<file path="config.mk">
export PLATFORM = sky130hd
export DESIGN_NAME = oled_spi_rx
export DESIGN_NICKNAME = d
export VERILOG_FILES = /design/src/rtl/oled_pkg.sv /design/src/rtl/oled_spi_rx_deser.sv /design/src/rtl/oled_spi_rx.sv
export SDC_FILE = /design/constraint.sdc
export NUM_CORES = 1
export LEC_CHECK = 0
export CORE_MARGIN = 2
export CORE_UTILIZATION = 45
export DETAILED_ROUTE_END_ITERATION = 8
export PLACE_DENSITY = 0.7
export REMOVE_ABC_BUFFERS = 1
export SYNTH_ARGS = -nofsm -noshare
export SYNTH_HDL_FRONTEND = slang
export SYNTH_SLANG_ARGS = --single-unit
export TNS_END_PERCENT = 100
</file>
<file path="constraint.sdc">
create_clock -name clock -period 2.2 [get_ports clock]
set_clock_uncertainty 0.05 [all_clocks]
set_input_delay 0.44 -clock clock [delete_from_list [all_inputs] [get_ports clock]]
set_output_delay 0.44 -clock clock [all_outputs]
set_load 0.05 [all_outputs]
</file>
<file path="src/rtl/oled_pkg.sv">
// Shared opcodes, reset defaults and parser state for the OLED SPI link receiver.
package oled_pkg;

  localparam logic [7:0] CMD_DISP_OFF    = 8'hAE;
  localparam logic [7:0] CMD_DISP_ON     = 8'hAF;
  localparam logic [7:0] CMD_CHARGE_PUMP = 8'h8D;
  localparam logic [7:0] CMD_PRECHARGE   = 8'hD9;
  localparam logic [7:0] CMD_CONTRAST    = 8'h81;
  localparam logic [7:0] CMD_COM_PINS    = 8'hDA;
  localparam logic [7:0] CMD_SEG_REMAP0  = 8'hA0;
  localparam logic [7:0] CMD_SEG_REMAP1  = 8'hA1;
  localparam logic [7:0] CMD_COM_SCAN0   = 8'hC0;
  localparam logic [7:0] CMD_COM_SCAN1   = 8'hC8;
  localparam logic [7:0] CMD_INVERT0     = 8'hA6;
  localparam logic [7:0] CMD_INVERT1     = 8'hA7;

  localparam logic [7:0] RST_PRECHARGE   = 8'h22;
  localparam logic [7:0] RST_CONTRAST    = 8'h7F;
  localparam logic [7:0] RST_COM_PINS    = 8'h12;

  typedef enum logic [0:0] {
    ST_OPCODE = 1'b0,
    ST_ARG    = 1'b1
  } parse_state_e;

endpackage

</file>
<file path="src/rtl/oled_spi_rx_deser.sv">
// Synchronises the raw SPI pins, detects qualified sclk rises and assembles
// MSB-first bytes, emitting a one-cycle byte strobe together with the dc bit.
module oled_spi_rx_deser
  import oled_pkg::*;
#(
  parameter int SYNC_STAGES = 2
) (
  input  logic       clock,
  input  logic       reset,
  input  logic       cs_i,
  input  logic       sdin_i,
  input  logic       sclk_i,
  input  logic       dc_i,
  input  logic       res_i,
  output logic       res_n_o,
  output logic       byte_valid_o,
  output logic [7:0] byte_o,
  output logic       byte_dc_o
);

  // Bit order {res, dc, sclk, sdin, cs}; idle values keep cs and res deasserted.
  localparam logic [4:0] SYNC_RST = 5'b10001;

  logic [4:0] sync_q [SYNC_STAGES];
  logic       cs_s, sdin_s, sclk_s, dc_s, res_s, rise_s;
  logic       sclk_prev_q;
  logic [2:0] bit_cnt_q, bit_cnt_d;
  logic [7:0] shift_q, shift_d;
  logic [7:0] byte_q, byte_d;
  logic       dc_q, dc_d;
  logic       byte_valid_q, byte_valid_d;

  assign cs_s   = sync_q[SYNC_STAGES-1][0];
  assign sdin_s = sync_q[SYNC_STAGES-1][1];
  assign sclk_s = sync_q[SYNC_STAGES-1][2];
  assign dc_s   = sync_q[SYNC_STAGES-1][3];
  assign res_s  = sync_q[SYNC_STAGES-1][4];
  assign rise_s = sclk_s & ~sclk_prev_q & ~cs_s;

  // Input synchroniser chains, all pins delayed equally so sdin/dc stay aligned with sclk.
  always_ff @(posedge clock) begin
    if (reset) begin
      for (int i = 0; i < SYNC_STAGES; i++) sync_q[i] <= SYNC_RST;
    end else begin
      sync_q[0] <= {res_i, dc_i, sclk_i, sdin_i, cs_i};
      for (int i = 1; i < SYNC_STAGES; i++) sync_q[i] <= sync_q[i-1];
    end
  end

  // Shift register, bit counter and completed-byte capture.
  always_comb begin
    bit_cnt_d    = bit_cnt_q;
    shift_d      = shift_q;
    byte_d       = byte_q;
    dc_d         = dc_q;
    byte_valid_d = 1'b0;
    if (!res_s || cs_s) begin
      bit_cnt_d = 3'd0;
      shift_d   = 8'h00;
    end else if (rise_s) begin
      shift_d   = {shift_q[6:0], sdin_s};
      bit_cnt_d = bit_cnt_q + 3'd1;
      if (bit_cnt_q == 3'd7) begin
        byte_valid_d = 1'b1;
        byte_d       = shift_d;
        dc_d         = dc_s;
      end else begin
        byte_valid_d = 1'b0;
      end
    end else begin
      bit_cnt_d = bit_cnt_q;
    end
  end

  // Deserialiser state registers.
  always_ff @(posedge clock) begin
    if (reset) begin
      sclk_prev_q  <= 1'b0;
      bit_cnt_q    <= 3'd0;
      shift_q      <= 8'h00;
      byte_q       <= 8'h00;
      dc_q         <= 1'b0;
      byte_valid_q <= 1'b0;
    end else begin
      sclk_prev_q  <= sclk_s;
      bit_cnt_q    <= bit_cnt_d;
      shift_q      <= shift_d;
      byte_q       <= byte_d;
      dc_q         <= dc_d;
      byte_valid_q <= byte_valid_d;
    end
  end

  assign res_n_o      = res_s;
  assign byte_valid_o = byte_valid_q;
  assign byte_o       = byte_q;
  assign byte_dc_o    = dc_q;

endmodule

</file>
<file path="src/rtl/oled_spi_rx.sv">
// OLED SPI responder: splits received bytes into a data stream and a command
// parser that shadows panel configuration. OLED_SPI_RX_TRACE_EN adds a command trace port.
module oled_spi_rx
  import oled_pkg::*;
#(
  parameter int SYNC_STAGES = 2,
  parameter int DCNT_W      = 16
) (
  input  logic              clock,
  input  logic              reset,
  input  logic              cs,
  input  logic              sdin,
  input  logic              sclk,
  input  logic              dc,
  input  logic              res,
  input  logic              vbatc,
  input  logic              vddc,
  output logic              data_valid,
  output logic [7:0]        data_byte,
  output logic [DCNT_W-1:0] data_count,
  output logic              display_on,
  output logic              charge_pump,
  output logic [7:0]        precharge,
  output logic [7:0]        contrast,
  output logic [7:0]        com_pins,
  output logic              seg_remap,
  output logic              com_scan_rev,
  output logic              invert,
  output logic              unknown_cmd,
  output logic              panel_lit
`ifdef OLED_SPI_RX_TRACE_EN
  ,
  output logic              trace_valid,
  output logic [7:0]        trace_opcode,
  output logic [7:0]        trace_arg
`endif
);

  logic       res_n_s, byte_valid_s, byte_dc_s;
  logic [7:0] byte_s;

  oled_spi_rx_deser #(.SYNC_STAGES(SYNC_STAGES)) u_deser (
    .clock        (clock),
    .reset        (reset),
    .cs_i         (cs),
    .sdin_i       (sdin),
    .sclk_i       (sclk),
    .dc_i         (dc),
    .res_i        (res),
    .res_n_o      (res_n_s),
    .byte_valid_o (byte_valid_s),
    .byte_o       (byte_s),
    .byte_dc_o    (byte_dc_s)
  );

  parse_state_e      state_q, state_d;
  logic [7:0]        target_q, target_d;
  logic              data_valid_q, data_valid_d;
  logic [7:0]        data_byte_q, data_byte_d;
  logic [DCNT_W-1:0] data_count_q, data_count_d;
  logic              display_on_q, display_on_d;
  logic              charge_pump_q, charge_pump_d;
  logic [7:0]        precharge_q, precharge_d;
  logic [7:0]        contrast_q, contrast_d;
  logic [7:0]        com_pins_q, com_pins_d;
  logic              seg_remap_q, seg_remap_d;
  logic              com_scan_rev_q, com_scan_rev_d;
  logic              invert_q, invert_d;
  logic              unknown_cmd_q, unknown_cmd_d;
  logic              panel_lit_q, panel_lit_d;
`ifdef OLED_SPI_RX_TRACE_EN
  logic              trace_valid_q, trace_valid_d;
  logic [7:0]        trace_opcode_q, trace_opcode_d;
  logic [7:0]        trace_arg_q, trace_arg_d;
`endif

  // Parser next state and output register updates.
  always_comb begin
    state_d        = state_q;
    target_d       = target_q;
    data_valid_d   = 1'b0;
    data_byte_d    = data_byte_q;
    data_count_d   = data_count_q;
    display_on_d   = display_on_q;
    charge_pump_d  = charge_pump_q;
    precharge_d    = precharge_q;
    contrast_d     = contrast_q;
    com_pins_d     = com_pins_q;
    seg_remap_d    = seg_remap_q;
    com_scan_rev_d = com_scan_rev_q;
    invert_d       = invert_q;
    unknown_cmd_d  = 1'b0;
`ifdef OLED_SPI_RX_TRACE_EN
    trace_valid_d  = 1'b0;
    trace_opcode_d = trace_opcode_q;
    trace_arg_d    = trace_arg_q;
`endif
    if (!res_n_s) begin
      state_d        = ST_OPCODE;
      target_d       = 8'h00;
      data_byte_d    = 8'h00;
      data_count_d   = '0;
      display_on_d   = 1'b0;
      charge_pump_d  = 1'b0;
      precharge_d    = RST_PRECHARGE;
      contrast_d     = RST_CONTRAST;
      com_pins_d     = RST_COM_PINS;
      seg_remap_d    = 1'b0;
      com_scan_rev_d = 1'b0;
      invert_d       = 1'b0;
`ifdef OLED_SPI_RX_TRACE_EN
      trace_opcode_d = 8'h00;
      trace_arg_d    = 8'h00;
`endif
    end else if (byte_valid_s) begin
      if (byte_dc_s) begin
        data_valid_d = 1'b1;
        data_byte_d  = byte_s;
        data_count_d = data_count_q + {{(DCNT_W-1){1'b0}}, 1'b1};
      end else begin
        case (state_q)
          ST_OPCODE: begin
`ifdef OLED_SPI_RX_TRACE_EN
            trace_valid_d  = 1'b1;
            trace_opcode_d = byte_s;
            trace_arg_d    = 8'h00;
`endif
            case (byte_s)
              CMD_DISP_OFF:   display_on_d   = 1'b0;
              CMD_DISP_ON:    display_on_d   = 1'b1;
              CMD_SEG_REMAP0: seg_remap_d    = 1'b0;
              CMD_SEG_REMAP1: seg_remap_d    = 1'b1;
              CMD_COM_SCAN0:  com_scan_rev_d = 1'b0;
              CMD_COM_SCAN1:  com_scan_rev_d = 1'b1;
              CMD_INVERT0:    invert_d       = 1'b0;
              CMD_INVERT1:    invert_d       = 1'b1;
              CMD_CHARGE_PUMP, CMD_PRECHARGE, CMD_CONTRAST, CMD_COM_PINS: begin
                target_d = byte_s;
                state_d  = ST_ARG;
`ifdef OLED_SPI_RX_TRACE_EN
                trace_valid_d  = 1'b0;
                trace_opcode_d = trace_opcode_q;
`endif
              end
              default:        unknown_cmd_d  = 1'b1;
            endcase
          end
          ST_ARG: begin
            case (target_q)
              CMD_CHARGE_PUMP: charge_pump_d = byte_s[2];
              CMD_PRECHARGE:   precharge_d   = byte_s;
              CMD_CONTRAST:    contrast_d    = byte_s;
              CMD_COM_PINS:    com_pins_d    = byte_s;
              default:         target_d      = target_q;
            endcase
            state_d = ST_OPCODE;
`ifdef OLED_SPI_RX_TRACE_EN
            trace_valid_d  = 1'b1;
            trace_opcode_d = target_q;
            trace_arg_d    = byte_s;
`endif
          end
          default: state_d = ST_OPCODE;
        endcase
      end
    end else begin
      state_d = state_q;
    end
    // Power rails come straight from the pins; they never influence decoding.
    panel_lit_d = display_on_d & charge_pump_d & ~vddc & ~vbatc;
  end

  // Parser and output registers.
  always_ff @(posedge clock) begin
    if (reset) begin
      state_q        <= ST_OPCODE;
      target_q       <= 8'h00;
      data_valid_q   <= 1'b0;
      data_byte_q    <= 8'h00;
      data_count_q   <= '0;
      display_on_q   <= 1'b0;
      charge_pump_q  <= 1'b0;
      precharge_q    <= RST_PRECHARGE;
      contrast_q     <= RST_CONTRAST;
      com_pins_q     <= RST_COM_PINS;
      seg_remap_q    <= 1'b0;
      com_scan_rev_q <= 1'b0;
      invert_q       <= 1'b0;
      unknown_cmd_q  <= 1'b0;
      panel_lit_q    <= 1'b0;
`ifdef OLED_SPI_RX_TRACE_EN
      trace_valid_q  <= 1'b0;
      trace_opcode_q <= 8'h00;
      trace_arg_q    <= 8'h00;
`endif
    end else begin
      state_q        <= state_d;
      target_q       <= target_d;
      data_valid_q   <= data_valid_d;
      data_byte_q    <= data_byte_d;
      data_count_q   <= data_count_d;
      display_on_q   <= display_on_d;
      charge_pump_q  <= charge_pump_d;
      precharge_q    <= precharge_d;
      contrast_q     <= contrast_d;
      com_pins_q     <= com_pins_d;
      seg_remap_q    <= seg_remap_d;
      com_scan_rev_q <= com_scan_rev_d;
      invert_q       <= invert_d;
      unknown_cmd_q  <= unknown_cmd_d;
      panel_lit_q    <= panel_lit_d;
`ifdef OLED_SPI_RX_TRACE_EN
      trace_valid_q  <= trace_valid_d;
      trace_opcode_q <= trace_opcode_d;
      trace_arg_q    <= trace_arg_d;
`endif
    end
  end

  assign data_valid   = data_valid_q;
  assign data_byte    = data_byte_q;
  assign data_count   = data_count_q;
  assign display_on   = display_on_q;
  assign charge_pump  = charge_pump_q;
  assign precharge    = precharge_q;
  assign contrast     = contrast_q;
  assign com_pins     = com_pins_q;
  assign seg_remap    = seg_remap_q;
  assign com_scan_rev = com_scan_rev_q;
  assign invert       = invert_q;
  assign unknown_cmd  = unknown_cmd_q;
  assign panel_lit    = panel_lit_q;
`ifdef OLED_SPI_RX_TRACE_EN
  assign trace_valid  = trace_valid_q;
  assign trace_opcode = trace_opcode_q;
  assign trace_arg    = trace_arg_q;
`endif

endmodule

</file>
# After elaboration in Yosys (flattened, before gate mapping)
# Memories as Yosys holds them, arrays and structs flattened.
# Cells that the tools add are included.
# W data, S select, Z words.
# word_totals
word_cells	106
mem_bits_ro	0
latch_bits	0
memories	1
register_bits	86
ramBits	10
input_bits	9
# mem_list
name	depth	word_bits	read_ports	rd_clocked_by_memory_dff	wr	line	source
u_deser.sync_q	2	5	2	0	2	oled_spi_rx_deser.sv:24	logic [4:0] sync_q [SYNC_STAGES];
# op_classes
shifts	0
bitwise_logic	17
addsub	2
multipliers	0
n_mux	25
div	0
magnitude_cmp	0
n_eq_ne	18
n_reduce_logical	22
# op_table
op	n
$eq A8 B8 Y1 const B	16
$reduce_and A4 Y1	7
$add A16 B1 Y16 const B	1
$mux W1	16
$mux W8	2
$reduce_or A12 Y1	1
$mux W5	2
$not A1 Y1	10
$pmux W1 S2	5
$reduce_bool A2 Y1	3
$reduce_or A3 Y1	2
$and A1 B1 Y1	5
$reduce_or A5 Y1	1
$reduce_and A2 Y1	2
$reduce_or A2 Y1	2
$reduce_or A4 Y1	1
$add A3 B1 Y3 const B	1
$eq A3 B3 Y1 const B	1
$reduce_and A3 Y1	1
$ne A2 B1 Y1 const B	1
$or A1 B1 Y1	2
$logic_not A1 Y1	1
$logic_or A1 B1 Y1	1

# Logic depth before layout (Yosys ltp)
# Gate-level depths: netlist of run 1.
# depth
word_depth	9
ltp_mapped	6

# Cells and area by module
# Synthesis of run 1 repeated with hierarchy kept, for this count alone.
# hier_totals
hier_cells	388
area_unflattened_um2	3843.7
# modules_own_cells
module	n_inst	area_each_um2	seq_area_each_um2	cells_each
oled_spi_rx	1	2712.6	1301.2	294
oled_spi_rx_deser	1	1131.1	620.6	94

# Worst setup path after synthesis of run 1
# No wires, ideal clock.
# synth_path
path_type	register to register
start	register data_count_q[2], in the netlist data_count[2]
end	register data_count_q[15], in the netlist data_count[15]
setup_ns	0.070
period_less_slack_ns	1.954
setup_slack_ns	0.246
stages_incl_launch_ff	6
path_buffers	1
t_arrival_ns	1.834
cell_sequence	dfxtp_1 -> and4_1 -> clkbuf_1 -> nand4_1 -> or3_1 -> a21oi_1
# synth_between
elab_chain_cells	1
# synth_rtl
element	line	source
start: declaration	oled_spi_rx.sv:60	logic [DCNT_W-1:0] data_count_q, data_count_d;
start signal: assignment	oled_spi_rx.sv:201	data_count_q <= data_count_d;
$add A16 B1 Y16	oled_spi_rx.sv:119	data_count_d = data_count_q + {{(DCNT_W-1){1'b0}}, 1'b1};
# Every way passes these cells.
# A chain may end at the register's enable or synchronous reset.

# Worst setup path in the final report of run 1
# layout_path
start	register data_count_q[3], in the netlist data_count[3]
end	output data_count[3]
# layout_rtl
element	line	source
end: declaration	oled_spi_rx.sv:20	output logic [DCNT_W-1:0] data_count,
# No word-level cell between the ends.

==> results_dict.tcl, run 1 <==
set metrics [dict create \
    worst_slack_ps 81.6 \
    critPathSlowestCell "clkdlybuf4s50_1" \
    gp_congestion 0.764 \
    ys.flop_type "dfxtp_1" \
    multi_input_area_mm2 0.00166 \
    io_buffers 64 \
    wl_mm 7.86 \
    setup_viol 0 \
    synth_area_leaders "dfxtp_1 (52%), mux2i_1 (9.4%), nand2_1 (5.4%), nor2_1 (3.8%), a21oi_1 (2.7%)" \
    leakagePower_nw 1.78 \
    hp-class "reg -> reg" \
    synthToLayoutAreaGrowth_pct 26.8 \
    yosys.cell_count.top_type "dfxtp_1" \
    yosys-top-cells-count "dfxtp_1 (96), nand2_1 (53), nor2_1 (38)" \
    path_delay_family "buffers and inverters" \
    die_h_um 94.8 \
    grt_pass1_wl_mm 13.4 \
    cts_buffers 9 \
    synth_area_mm2 0.00371 \
    dieArea_mm2 0.00899 \
    critPathMaxFanout 5 \
    tightest_slew_ps 560 \
    placed_cells 556 \
    cts_setup_buffers 0 \
    hold_violations 0 \
    avgRoutedWirePerCell_um 13.7 \
    drc 0 \
    rows 33 \
    ant_nets 0 \
    worst-path-buf-inv 1 \
    slew_headroom_pct 62.5 \
    rsz0062_at_grt "no" \
    yosysTopAreaCell "dfxtp_1" \
    initial_core_util_pct 45.9 \
    final_cells 572 \
    num-nets-final 474 \
    antenna_cells 0 \
    seq_area_frac_synth_pct 51.8 \
    synth_edf_count 0 \
    antenna_found_initial 0 \
    fmax_mhz 472 \
    ios 65 \
    core_mm2 0.00809 \
    worstSetupEndpointType "primary output" \
    cts_root_buf "clkbuf_8" \
    netlist.area_leader.share_pct 51.8 \
    drv_cap 0 \
    arrival_ps 1630 \
    dp_hpwl_mm 5.57 \
    cts_max_path_buffers 2 \
    slowest_delay_ps 850 \
    crit_path_start_kind "flip-flop" \
    async_flop_share_pct 0 \
    crit_type "reg -> out" \
    ys_seq_elements 96 \
    overflow 0 \
    cp.required_ps 1710 \
    drt-initial-drc-count 103 \
    h-tree-depth 3 \
    vdd_drop_max_mv 0.380 \
    grt_pass1_vias 2749 \
    grt_usage_pct 19.0 \
    status "finished, final reports clean" \
    synth_cells 398 \
    fillerInstances 753 \
    use_met1_pct 26.2 \
    layout_min_cycle_time_ps 2120 \
    hold_ws_ps 366 \
    crit_chain "clkdlybuf4s50_1" \
    timing.final.crit_share_pct 96.3 \
    clk_latency_ps 360 \
    grtUsageMet3_pct 3.11 \
    ys_warn_count 0 \
    grt_max_degree 38 \
    yosysUniqueCellTypes 42 \
    drt_first_pass_iters 5 \
    busiest_layer "met2" \
    clk_pin_slew_ps 100 \
    num_vias 2934 \
    vias_per_cell 5.13 \
    drive_gt1_share_pct 9.42 \
    globalRouteMet2Util_pct 29.6 \
    p_total_mw 3.01 \
    die_w_um 94.8 \
    syn-mean-instance-area_um2 9.32 \
    dp_slack_ps 205 \
    clock-sinks 96 \
    regArea_mm2 0.00192 \
    finish.utilization_pct 58.2 \
    final-max-slew-violation-count 0 \
    powerDensity_mw_per_mm2 640 \
    cts_tree "built" \
]
[layer usage]
metal	vias up	share of wire, %
met5	-	0
met4	0	1.7
met3	11	4.8
met2	72	46
met1	1364	48
li1	1487	-
[through the flow]
stage	instance area, um^2	TNS (ps)
finish	4710	0
global route	4710	0
CTS	4700	0
detailed placement	4490	0
global placement	4490	0
floorplan	3590	-4900
[flip-flops by register name, summed over array words and instances, names as in the netlist, 3 cells and up]
register           count
com_pins               8
contrast               8
data_byte              8
data_count            16
precharge              8
target_q               8
u_deser.bit_cnt_q      3
u_deser.byte_o         8
u_deser.shift_q        7
u_deser.sync_q        10
[cell type report]
| cell class | count | area share, % |
|---|---|---|
| clock buffers | 9 | 2.63 |
| well taps | 105 | 2.79 |
| inverters | 3 | 0.239 |
| multi-input cells | 273 | 35.3 |
| flip-flops and latches | 96 | 40.8 |
| repair buffers | 79 | 16.4 |
| clock inverters | 7 | 1.81 |
[power by group]
group	switching (mW)	internal [mW]
sequential	0.00407	1.75
combinational	0.0417	0.0326
clock	0.639	0.549
[path summary, 6_finish.rpt]
kind                                      startpoint              endpoint  cells past startpoint  slack [ps]
worst min-delay path            u_deser.sync_q[0][4]  u_deser.sync_q[0][9]                      1         370
worst max-delay path                   data_count[3]         data_count[3]                      1          80
worst min register to register  u_deser.sync_q[0][4]  u_deser.sync_q[0][9]                      1         370
worst max register to register           target_q[4]             panel_lit                      4         430
[cell families (layout without fill, tap and decap cells)]
kind of cell               count (synthesis)  after routing  share of synthesized area [%]
xor gates and xnor gates                  13             13                           3.07
adders and majority gates                  3              3                           1.01
buffers and inverters                     29             98                           3.47
and+or+nand+nor                          180            180                           25.2
DFF                                       96             96                           51.8
AOI/OAI and AO/OA                         41             41                           5.77
muxes                                     36             36                           9.74
[cells in the final DEF (no fill, tap or decap), types with 6 or more instances in the layout]
cell type and count:
or3_1 6, dfxtp_1 96, clkdlybuf4s50_1 62, nand3_1 20, clkbuf_8 9, buf_4 14
mux2i_1 35, nand2_1 53, o21ai_0 18, nand4_1 10, nor3_1 8, nor2_1 38
a21oi_1 20, xor2_1 9, nor2b_1 11
[what timing repair did]
item,CTS,global route
hold buffers,0,0
resized for setup,0,2
endpoints found under the setup margin,0,2
Power figures use the tool's default switching activity.
==> run 2, diff against run 1 <==
--- a/config.mk
+++ b/config.mk
@@ -10,6 +10,7 @@
 export DETAILED_ROUTE_END_ITERATION = 8
 export PLACE_DENSITY = 0.7
 export REMOVE_ABC_BUFFERS = 1
+export SLEW_MARGIN = 5
 export SYNTH_ARGS = -nofsm -noshare
 export SYNTH_HDL_FRONTEND = slang
 export SYNTH_SLANG_ARGS = --single-unit
==> results of run 2 <==
Same layout as run 1: the final DEF is identical, and so are final timing and power.
